### src/rtl/pe_loader_pkg.sv
// pe_loader_pkg: shared defaults and FSM state encoding for the PE loader
package pe_loader_pkg;
  localparam int N_IN_DEF = 62;
  localparam int DW_DEF = 8;
  typedef enum logic [1:0] {IDLE, LOAD, EVAL, HOLD} state_t;
endpackage

### src/rtl/pe_loader.sv
// pe_loader: gathers streamed act/weight beats into zero-padded PE slots and captures the PE result
module pe_loader
  import pe_loader_pkg::*;
#(
  parameter int N_IN = N_IN_DEF,
  parameter int DW = DW_DEF
) (
  input  logic               clk,
  input  logic               rst_n,
  input  logic               s_valid,
  output logic               s_ready,
  input  logic [DW-1:0]      s_act,
  input  logic [DW-1:0]      s_wgt,
  input  logic [DW-1:0]      s_bias,
  input  logic               s_last,
  output logic [N_IN*DW-1:0] pe_in,
  output logic [N_IN*DW-1:0] pe_weight,
  output logic [DW-1:0]      pe_bias,
  input  logic [DW-1:0]      pe_out,
  output logic               r_valid,
  input  logic               r_ready,
  output logic [DW-1:0]      r_data,
  output logic               r_trunc,
  output logic               busy
);
  localparam int IW = (N_IN > 1) ? $clog2(N_IN) : 1;
  state_t state, nxt;
  logic [IW-1:0] idx, slot;
  logic [N_IN-1:0][DW-1:0] act_q, wgt_q;
  logic wr, at_end, take;
  assign s_ready = (state == IDLE) || (state == LOAD);
  assign busy = state != IDLE;
  assign slot = (state == IDLE) ? '0 : idx;
  assign wr = s_valid && s_ready;
  assign at_end = slot == IW'(N_IN - 1);
  assign take = (state == HOLD) && r_ready;
  assign pe_in = act_q;
  assign pe_weight = wgt_q;
  always_comb begin
    nxt = state;
    if (wr) nxt = (s_last || at_end) ? EVAL : LOAD;
    if (state == EVAL) nxt = HOLD;
    if (take) nxt = IDLE;
  end
  always_ff @(posedge clk or negedge rst_n)
    if (!rst_n) state <= IDLE;
    else state <= nxt;
  // idx holds at the last slot so it never wraps past N_IN-1
  always_ff @(posedge clk or negedge rst_n)
    if (!rst_n) begin
      idx <= '0;
      act_q <= '0;
      wgt_q <= '0;
      pe_bias <= '0;
      r_data <= '0;
      r_valid <= 1'b0;
      r_trunc <= 1'b0;
    end else begin
      if (wr) begin
        act_q[slot] <= s_act;
        wgt_q[slot] <= s_wgt;
        idx <= at_end ? slot : slot + IW'(1);
        r_trunc <= at_end && !s_last;
      end
      if (wr && state == IDLE) pe_bias <= s_bias;
      if (state == EVAL) begin
        r_data <= pe_out;
        r_valid <= 1'b1;
      end
      if (take) begin
        idx <= '0;
        act_q <= '0;
        wgt_q <= '0;
        pe_bias <= '0;
        r_valid <= 1'b0;
        r_trunc <= 1'b0;
      end
    end
endmodule

### config.mk
export PLATFORM = sky130hd
export DESIGN_NAME = pe_loader
export DESIGN_NICKNAME = d
export VERILOG_FILES = /design/src/rtl/pe_loader_pkg.sv /design/src/rtl/pe_loader.sv
export SDC_FILE = /design/constraint.sdc
export NUM_CORES = 1
export LEC_CHECK = 0
export ABC_AREA = 1
export ABC_CLOCK_PERIOD_IN_PS = 1800
export CELL_PAD_IN_SITES_DETAIL_PLACEMENT = 1
export CELL_PAD_IN_SITES_GLOBAL_PLACEMENT = 1
export CORE_AREA = 3 3 409 411
export DETAILED_ROUTE_END_ITERATION = 12
export DIE_AREA = 0 0 412 414
export PLACE_DENSITY_LB_ADDON = 0.1
export SLEW_MARGIN = 20
export SYNTH_ARGS = -nofsm -noshare
export SYNTH_HDL_FRONTEND = slang
export SYNTH_SLANG_ARGS = --single-unit
export TNS_END_PERCENT = 20
### constraint.sdc
create_clock -name clk -period 1.8 [get_ports clk]
set_input_delay 0.36 -clock clk [delete_from_list [all_inputs] [get_ports clk]]
set_output_delay 0.36 -clock clk [all_outputs]
set_load 0.1 [all_outputs]
Word level (Yosys, flattened, before mapping):

Cells that the tools add are included.

* register bits after elaboration: 1018
* bits of input ports: 37
* output and inout bits: 1012

* multiplexer cells: 22
* eq/ne operators: 4
* $lt $le $gt $ge: 2
* reductions and logical operators: 14
* add/sub/neg operators: 1

Operator list (number)
* $mux 496: 4
* $bwmux 496: 2
* $demux 8 s6: 1
* $mux 6: 4
* $mux 8: 3
* $mux 2: 4
* $reduce_bool 2->1: 4
* $lt 6x7->1 const B: 1
* $add 6x1->6 const B: 1
* $eq 6x6->1 const B: 1
* $ge 6x1->1 const B: 1
* $logic_and 1x1->1: 5
* $eq 2x2->1 const B: 2
* $mux 1: 4
* $reduce_bool 3->1: 1
* $eq 2x1->1 const B: 1
* $logic_not 2->1: 1
* $logic_or 1x1->1: 2
* $logic_not 1->1: 1

Depth between registers and ports, before layout:

Gate-level depths: netlist of run 1.

* depth after elaboration: 9
* depth in mapped cells: 11
* mapped depth without buffers: 9

Worst setup path before layout of run 1:

OpenSTA, ideal clock, no wires.

* path kind: register to register
* start: reg state[1]
* end: reg act_q, in the netlist pe_in[4]
* cell stages (with the launch flop): 10
* library setup time: 0.068 ns
* arrival: 2.144 ns
* buffers on the path: 2
* data required time: 1.732 ns
* period minus slack after synthesis: 2.212 ns
* slack: -0.412 ns
* path through: dfrtp_1 > inv_2 > nand2_2 > buf_6 > o21ai_1 > nand2_1 > nor3_2 > clkbuf_1 > nand2_1 > nand2_1

* elaborated cells on any way between the ends: 16
* those cells by class: 2 x order compare; 2 x eq/ne; 6 x mux; 6 x reduce/logical

RTL lines
* start, declared: line pe_loader.sv:27 `state_t state, nxt;`
* start signal, assigned: line pe_loader.sv:47 `else state <= nxt;`
* $eq 2x1->1 / $logic_not 2->1 (equally long branches): line pe_loader.sv:31 `assign s_ready = (state == IDLE) || (state == LOAD);`
* $logic_or 1x1->1 *: line pe_loader.sv:31
* via s_ready: line pe_loader.sv:11 `output logic s_ready,`
* $logic_and 1x1->1 *: line pe_loader.sv:34 `assign wr = s_valid && s_ready;`
* $reduce_bool 2->1 (no source line) *
* end signal, assigned by index: line pe_loader.sv:60 `act_q[slot] <= s_act;`
* end, declared: line pe_loader.sv:29 `logic [N_IN-1:0][DW-1:0] act_q, wgt_q;`

Mark *: on every way through the listed nets, which the timed path passes. The rest lies on a longest branch. The select of a mux whose other input is x is not followed.
A chain may end at the register's enable or synchronous reset.

Worst setup path after layout of run 1:

* start: reg state[1]
* end: out busy

* longest elaborated chain between the ends: 1

Ends and longest elaborated chain
* $reduce_bool 2->1: line pe_loader.sv:32 `assign busy = state != IDLE;`
* end, declared: line pe_loader.sv:24 `output logic busy`

No other way between the ends.

==> results of run 1 <==
==> timing repair <==
action / in CTS / in global routing
pin swaps: 63 / 90
hold buffers: 1 / 0
endpoints found under the setup margin: 1067 / 1042
buffers inserted: 110 / 35
hold endpoints to repair: 213 / 0
resized for setup: 423 / 336
cloned: 84 / 43
==> cell usage after synthesis <==
| library cell | number | area (um^2) |
|---|---|---|
| dfrtp_1 | 1018 | 25500 |
| inv_1 | 12 | 45.0 |
| o211ai_1 | 2 | 15.0 |
| a21oi_1 | 1 | 5.00 |
| buf_4 | 5 | 37.5 |
| nand2_2 | 1 | 6.26 |
| nand2_1 | 1593 | 5980 |
| nor2_4 | 5 | 56.3 |
| clkbuf_1 | 222 | 833 |
| nand4_1 | 2 | 12.5 |
| nor2_1 | 16 | 60.1 |
| nor2_2 | 28 | 175 |
| nand3_1 | 1032 | 5160 |
| nor3_2 | 6 | 60.1 |
| buf_2 | 75 | 375 |
| o21bai_1 | 1 | 7.51 |
| inv_2 | 42 | 158 |
| o21ai_0 | 261 | 1310 |
| buf_1 | 45 | 169 |
| nand3_2 | 12 | 120 |
| buf_6 | 1 | 11.3 |
| o21ai_1 | 2 | 10.0 |
| nand4_2 | 2 | 25.0 |
| ha_1 | 1 | 12.5 |
| mux2_2 | 8 | 90.1 |
==> logic make-up (layout without fill, tap and decap cells) <==
family | Yosys count | in the layout | synth area share, %
AO/OA/AOI/OAI | 267 | 267 | 3.34
adder cells (fa/ha/maj) | 1 | 1 | 0.0311
buffers and inverters | 402 | 1940 | 4.05
flip-flops | 1018 | 1018 | 63.4
multiplexers | 8 | 8 | 0.224
other | 0 | 14 | 0
AND/OR/NAND/NOR | 2697 | 2699 | 29.0
==> cell type report <==
cell class	instances	share of cell area, %
Clock inverter	31	0.386
Timing Repair Buffer	1671	39.3
Clock buffer	184	4.58
Sequential cell	1018	32.2
Antenna cell	14	0.0443
Tap cell	2189	3.46
Inverter	54	0.536
Multi-Input combinational cell	2975	19.5
==> per-stage QoR <==
stage	setup WS, ps	cell area (um^2)
6_report	-182	79100
3_3_place_gp	-802	67400
4_1_cts	-268	76500
2_1_floorplan	-29.1	40600
3_5_place_dp	-775	67400
5_1_grt	-295	79100
==> worst paths after layout <==
kind                           start            end
max                         state[1]           busy
min                            rst_n         idx[3]
max reg2reg                 state[1]  pe_weight[61]
min reg2reg                pe_in[39]      pe_in[39]
max in group asynchronous      rst_n     pe_in[467]
min in group clk           s_bias[2]     pe_bias[2]
==> metal layers <==
layer	routed length [um]	vias up	track usage, %
met4	11100	2	10.9
li1	-	17300	-
met5	13	-	0
met3	17400	328	7.27
met1	99500	20700	33.7
met2	122000	1212	45.5
==> where the power goes <==
group	internal (mW)	total, mW	leakage (nW)	switching (mW)
clock	14.2	24.7	1.95	10.5
combinational	12.3	34.7	21.7	22.4
sequential	24.3	25.9	14.1	1.65
==> state kept, by name (all words and copies together) (netlist names) <==
register and count:
pe_weight 496, r_valid 1, idx 6, state 2, pe_bias 8, r_trunc 1, pe_in 496, r_data 8
==> results.py, run 1 <==
metrics = {
    "status": {
        "status": "finished, violations left",
        "violations": "negative setup slack",
    },
    "layout": {
        "seq_area_um2": 25500,
        "fin_cells": 8136,
        "fillers": 16800,
        "nNetsFinal": 5878,
        "drive_gt1_share_pct": 37.8,
        "mostFrequentLayoutCell": "nand2_1",
        "utilization_pct": 48.1,
        "mostFrequentLayoutCells": "1485 x nand2_1, 1221 x buf_12, 1016 x dfrtp_1, 856 x nand3_1, 216 x o21ai_0",
        "area_growth_pct": 96.8,
        "multi_input_area_um2": 15400,
    },
    "pwr": {
        "powerDensity_nw_per_um2": 1080,
        "max-vdd-ir-drop_mv": 1.26,
        "power_mw": 85.4,
        "leakagePower_nw": 37.8,
    },
    "synthesis": {
        "synth-seq-area-share_pct": 63.4,
        "syn-num-nets": 4431,
        "syn_area_um2": 40200,
        "yosys_warnings": 0,
        "syn_inst": 4393,
        "synth_cell_types": 25,
        "avgSynthCellArea_um2": 9.15,
        "ys_seq_elements": 1018,
    },
    "die": {
        "start_util_pct": 24.5,
        "die_h_um": 414,
        "ios": 1049,
        "dieArea_um2": 171000,
        "core-area_um2": 164000,
        "std_cell_rows": 149,
        "die-width_um": 412,
    },
    "cts": {
        "clk_path_buf_depth": 3,
        "clk_pin_slew_ps": 60,
        "numCtsBuffers": 120,
        "clkLatencyLatePin_ps": 740,
        "cts_tree": "built",
        "ctsRootBufferMaster": "clkbuf_16",
        "h-tree-depth": 3,
        "cts_sinks": 1018,
    },
    "critical_path": {
        "r2r_cells": 14,
        "reg2reg_slack_ps": -170,
        "required_ps": 1440,
        "cp.depth": 4,
        "path_buf_inv": 3,
        "critPathCaptureType": "primary output",
        "critPathLaunchType": "flip-flop",
        "arrival_ps": 1620,
        "critPathKind": "flip-flop to primary output",
        "max_stage_delay_ps": 450,
        "worstPathMaxFanout": 5,
        "critical-path-slowest-cell": "dfrtp_2",
        "cp_top_family": "flip-flops",
        "path_cells": "inv_8 -> nand2_8 -> buf_6 -> buf_12",
    },
    "drt": {
        "num_vias": 39600,
        "route.antenna.remaining_nets": 0,
        "drc": 0,
        "drt_iter0_drc": 2755,
        "wl_per_cell_um": 30.7,
        "viasPerCell": 4.87,
        "wl_um": 250000,
        "drt_pass1_iterations": 8,
    },
    "timing": {
        "finalSetupViolCount": 993,
        "slew-limit-headroom_pct": 62.7,
        "drv_slew": 0,
        "clock.fmax_ghz": 0.504,
        "final_hold_viol_count": 0,
        "rsz0062_at_grt": "true",
        "setup_slack_ps": -182,
        "timing.final.crit_period_ps": 1980,
        "skew_ps": 28.9,
        "period_share_pct": 110,
        "tns_ps": -79200,
        "whs_ps": 216,
        "worstMarginPinSlew_ps": 559,
    },
    "placed_design": {
        "gp_congestion": 0.791,
        "hpwlAfterDp_um": 158000,
        "dp.cells": 7654,
        "port_buffers": 1048,
    },
    "grt": {
        "grt_use_total_pct": 27.4,
        "grt_pass1_wl_um": 336000,
        "grt_pass1_vias": 40900,
        "grt_antenna_before_repair": 19,
        "grt.overflow.total": 0,
        "grt_max_degree": 84,
    },
    "run": {
        "max-cap-violations": 0,
    },
    "hold_path": {
        "hold_path_class": "input port to async pin",
    },
}
Power figures use the tool's default switching activity.
==> run 2: changes to the inputs <==
--- a/config.mk
+++ b/config.mk
@@ -13,6 +13,8 @@
 export DETAILED_ROUTE_END_ITERATION = 12
 export DIE_AREA = 0 0 412 414
 export PLACE_DENSITY_LB_ADDON = 0.1
+export SKIP_CTS_REPAIR_TIMING = 1
+export SKIP_LAST_GASP = 1
 export SLEW_MARGIN = 20
 export SYNTH_ARGS = -nofsm -noshare
 export SYNTH_HDL_FRONTEND = slang
==> results.py, run 2 (synthesis gave the netlist of run 1 again) <==
metrics = {
    "die": {
        "core-area_um2": 164000,
        "ios": 1049,
        "start_util_pct": 24.5,
        "dieArea_um2": 171000,
        "die_h_um": 414,
        "std_cell_rows": 149,
        "die-width_um": 412,
    },
    "placed_design": {
        "dp.cells": 7654,
        "gp_congestion": 0.791,
        "hpwlAfterDp_um": 158000,
        "port_buffers": 1048,
    },
    "drt": {
        "route.antenna.remaining_nets": 0,
        "wl_per_cell_um": 28.4,
        "num_vias": 37800,
        "drt_pass1_iterations": 5,
        "wl_um": 226000,
        "drt_iter0_drc": 2424,
        "drc": 0,
        "viasPerCell": 4.75,
    },
    "pwr": {
        "power_frac_comb_pct": 37.7,
        "switchingPower_mw": 32.8,
        "powerDensity_nw_per_um2": 1110,
        "max-vdd-ir-drop_mv": 1.25,
        "power.internal_mw": 48.3,
        "seqPwrFrac_pct": 31.9,
        "switching_share_pct": 40.4,
        "leakagePower_nw": 35.4,
        "power_frac_clock_pct": 30.3,
    },
    "critical_path": {
        "reg2reg_slack_ps": -160,
        "required_ps": 1440,
        "worstPathMaxFanout": 8,
        "r2r_start": "state[1]",
        "crit_path_start": "state[1]",
        "timing.rr.end": "pe_weight[345]",
        "max_stage_delay_ps": 470,
        "critical-path-slowest-cell": "dfrtp_2",
        "critPathKind": "flip-flop to primary output",
        "critPathCapture": "busy",
        "path_cells": "inv_8 -> nand2_8 -> buf_6 -> buf_12",
        "critPathCaptureType": "primary output",
        "r2r_cells": 12,
        "arrival_ps": 1680,
        "critPathLaunchType": "flip-flop",
    },
    "timing": {
        "tns_ps": -63150,
        "final_hold_viol_count": 0,
        "setup_slack_ps": -237,
        "timing.final.crit_period_ps": 2040,
        "finalSetupViolCount": 928,
        "slew-limit-headroom_pct": 62.8,
        "drv_slew": 0,
        "rsz0062_at_grt": "true",
        "worstMarginPinSlew_ps": 558,
        "clock.fmax_ghz": 0.491,
        "skew_ps": 29.7,
        "period_share_pct": 113,
    },
    "layout": {
        "utilization_pct": 44.6,
        "nNetsFinal": 5697,
        "mostFrequentLayoutCell": "nand2_1",
        "mostFrequentLayoutCells": "1554 x nand2_1, 1187 x buf_12, 1016 x dfrtp_1, 1002 x nand3_1, 252 x o21ai_0",
        "fin_cells": 7952,
        "drive_gt1_share_pct": 32.0,
        "area_growth_pct": 82.3,
    },
    "cts": {
        "numCtsBuffers": 120,
        "ctsRootBufferMaster": "clkbuf_16",
        "clk_path_buf_depth": 3,
        "h-tree-depth": 3,
        "cts_sinks": 1018,
        "clk_pin_slew_ps": 60,
        "clkLatencyLatePin_ps": 730,
        "cts_tree": "built",
    },
    "status": {
        "status": "finished, violations left",
        "violations": "negative setup slack",
    },
    "grt": {
        "grt_antenna_before_repair": 16,
        "grt_pass1_wl_um": 310000,
        "grt.overflow.total": 0,
        "grt_pass1_vias": 39000,
        "grt_max_degree": 84,
        "grt_use_total_pct": 25.1,
    },
    "run": {
        "max-cap-violations": 0,
    },
    "hold_path": {
        "hold_path_class": "input port to async pin",
    },
}
## run 2: changes by cell type in the layout (fill, tap and decap cells not counted), sizes merged
cell,previous run,this run
buf,1584,1426
bufbuf,10,0
bufinv,3,4
clkbuf,225,212
clkinv,38,34
diode,14,11
inv,42,45
## run 2: per-layer routing
layer,vias to the layer above,routed length (um),global-route usage (%)
met3,288,17400,7.84
met2,1101,109000,40.9
met5,-,10,0
met1,19500,90200,30.5
li1,16900,-,-
met4,2,9590,10.5
## run 2: how the worst min path moves through the flow
stage               endpoint  slack, ps  cells after the start
finish                idx[3]        220                      2
detailed placement  state[0]        360                      1
floorplan             idx[0]         60                      0
CTS                   idx[5]       -460                      1
global route          idx[3]        170                      2
global placement    state[0]        360                      1
## run 2: cell type report
class / count / area (um^2)
inverters: 54 / 315
multi-input cells: 2975 / 13800
diodes: 11 / 27.5
flip-flops and latches: 1018 / 25500
clock inverters: 31 / 305
repair buffers: 1490 / 27000
clock buffers: 184 / 3620
fillers: 17200 / 91100
well taps: 2189 / 2740
## run 2: critical path: cells and delay by family (launching register included)
kind	cells	cell delay (ps)
buffers and inverters	3	380
and+or+nand+nor	1	70
DFF	1	470
## run 2: power groups by stage
| stage | Sequential [mW] | Combinational [mW] | Clock [mW] |
|---|---|---|---|
| after floorplan | 35.1 | 5.23 | 0 |
| after global placement | 26.3 | 28.7 | 0 |
| after detailed placement | 26.3 | 28.8 | 0 |
| after CTS | 25.9 | 28.9 | 25.3 |
| after global routing | 26.1 | 31.7 | 26.2 |
| final | 25.9 | 30.6 | 24.6 |
## run 2: per-stage QoR
| stage | cell area, um^2 | worst slack (ps) | power [mW] | hold WS (ps) |
|---|---|---|---|---|
| after floorplan | 40600 | -29.1 | 40.3 | 64.4 |
| after global placement | 67400 | -802 | 55.0 | 357 |
| after detailed placement | 67400 | -775 | 55.2 | 357 |
| after CTS | 71400 | -460 | 80.1 | -460 |
| after global routing | 73300 | -314 | 84.0 | 172 |
| final | 73300 | -237 | 81.1 | 219 |
==> run 3: changes to the inputs <==
--- a/config.mk
+++ b/config.mk
@@ -19,4 +19,3 @@
 export SYNTH_ARGS = -nofsm -noshare
 export SYNTH_HDL_FRONTEND = slang
 export SYNTH_SLANG_ARGS = --single-unit
-export TNS_END_PERCENT = 20
==> results.py, run 3 (synthesis gave the netlist of run 1 again) <==
metrics = {
    "cts": {
        "clk_path_buf_depth": 3,
        "clk_pin_slew_ps": 60,
        "cts_sinks": 1018,
        "numCtsBuffers": 130,
        "h-tree-depth": 4,
        "cts_tree": "built",
        "clkLatencyLatePin_ps": 760,
        "ctsRootBufferMaster": "clkbuf_16",
    },
    "die": {
        "die-width_um": 412,
        "die_h_um": 414,
        "start_util_pct": 24.5,
        "std_cell_rows": 149,
        "dieArea_um2": 171000,
        "ios": 1049,
        "core-area_um2": 164000,
    },
    "timing": {
        "skew_ps": 30.6,
        "period_share_pct": 114,
        "whs_ps": 125,
        "worstMarginPinSlew_ps": 771,
        "setup_slack_ps": -250,
        "slew-limit-headroom_pct": 48.6,
        "drv_slew": 0,
        "rsz0062_at_grt": "true",
        "clock.fmax_ghz": 0.488,
        "finalSetupViolCount": 967,
        "final_hold_viol_count": 0,
        "timing.final.crit_period_ps": 2050,
    },
    "drt": {
        "wl_um": 220000,
        "drc": 0,
        "drt_iter0_drc": 2331,
        "drt_pass1_iterations": 5,
        "route.antenna.remaining_nets": 0,
        "num_vias": 37300,
        "viasPerCell": 4.70,
        "wl_per_cell_um": 27.7,
    },
    "critical_path": {
        "required_ps": 1440,
        "r2r_cells": 6,
        "critical-path-slowest-cell": "dfrtp_1",
        "worstPathMaxFanout": 7,
        "max_stage_delay_ps": 420,
        "cp_top_family": "flip-flops",
        "critPathKind": "flip-flop to primary output",
        "critPathCaptureType": "primary output",
        "cp.depth": 4,
        "arrival_ps": 1690,
        "path_buf_inv": 3,
        "critPathLaunchType": "flip-flop",
        "path_cells": "inv_2 -> nand2_8 -> buf_6 -> buf_12",
    },
    "grt": {
        "grt_use_total_pct": 25.3,
        "grt_pass1_vias": 39300,
        "grt_antenna_before_repair": 20,
        "grt_max_degree": 149,
        "grt.overflow.total": 0,
        "grt_pass1_wl_um": 312000,
    },
    "pwr": {
        "max-vdd-ir-drop_mv": 1.34,
        "power_frac_comb_pct": 35.7,
        "switchingPower_mw": 32.4,
        "power_frac_clock_pct": 32.3,
        "power_mw": 81.1,
        "power.internal_mw": 48.7,
        "seqPwrFrac_pct": 32.0,
        "leakagePower_nw": 35.1,
        "powerDensity_nw_per_um2": 1120,
        "switching_share_pct": 39.9,
    },
    "placed_design": {
        "hpwlAfterDp_um": 158000,
        "port_buffers": 1048,
        "gp_congestion": 0.786,
        "post-place-ws_ps": -566,
        "dp.cells": 7670,
    },
    "layout": {
        "mostFrequentLayoutCells": "1558 x nand2_1, 1194 x buf_12, 1019 x nand3_1, 1017 x dfrtp_1, 261 x o21ai_0",
        "drive_gt1_share_pct": 31.1,
        "fin_cells": 7946,
        "mostFrequentLayoutCell": "nand2_1",
        "area_growth_pct": 80.6,
        "utilization_pct": 44.2,
        "nNetsFinal": 5681,
        "fillers": 17400,
    },
    "run": {
        "max-cap-violations": 0,
    },
    "status": {
        "violations": "negative setup slack",
        "status": "finished, violations left",
    },
    "hold_path": {
        "hold_path_class": "input port to async pin",
    },
}
==> run 3: changes by cell type in the layout (fill, tap and decap cells not counted), moves of 6 or more <==
cell,delta
nand3_1,+17
clkinv_2,-7
buf_12,+7
clkbuf_16,-8
buf_16,-9
nand3_4,-6
o21ai_0,+9
nand3_2,-13
clkbuf_8,-13
buf_4,+9
clkbuf_1,+15
o21ai_1,-6
==> run 3: worst reg2reg max path, cell delays in order, from the launching register on <==
cell     delay (ps)
dfrtp_2         460
buf_4           160
nand3_4         130
buf_6           230
buf_12          490
nand3_1         360
nand2_1         100
==> run 3: metrics by stage <==
step / instance area (um^2) / setup TNS, ps
3_3_place_gp: 67700 / -402500
4_1_cts: 71900 / -148410
2_1_floorplan: 40700 / -1930
3_5_place_dp: 67700 / -417600
5_1_grt: 72600 / -208820
6_report: 72600 / -84420
==> run 3: worst paths after layout <==
check                          start             end  slack [ps]
min reg2reg                pe_in[44]       pe_in[44]         560
max                         state[0]            busy        -250
min                            rst_n   pe_weight[44]         120
min in group clk           s_bias[3]      pe_bias[3]         170
max reg2reg                 state[1]  pe_weight[109]        -200
max in group asynchronous      rst_n       pe_in[30]         700
==> run 3: layout make-up <==
cell class | instances | area, um^2 | area share [%]
Clock buffer | 200 | 3850 | 5.30
Sequential cell | 1018 | 25500 | 35.1
Multi-Input combinational cell | 2973 | 13600 | 18.7
Tap cell | 2189 | 2740 | 3.77
Inverter | 54 | 272 | 0.374
Clock inverter | 31 | 357 | 0.491
Timing Repair Buffer | 1466 | 26300 | 36.3
Antenna cell | 15 | 37.5 | 0.0517
==> run 3: power by group through the flow <==
stage               Clock (mW)  Combinational (mW)  Sequential (mW)
finish                    26.2                28.9             25.9
CTS                       27.0                28.9             26.0
floorplan                    0                5.23             35.1
global placement             0                28.7             26.3
global route              28.0                30.0             26.1
detailed placement           0                28.8             26.4
==> run 3: routing by layer <==
metal | up-vias | global-route usage [%] | part of all wire [%]
met5 | - | 0 | 0
met4 | 0 | 10.0 | 3.9
met3 | 271 | 7.91 | 7.2
met2 | 1005 | 41.3 | 48
met1 | 19100 | 30.9 | 41
li1 | 16900 | - | -
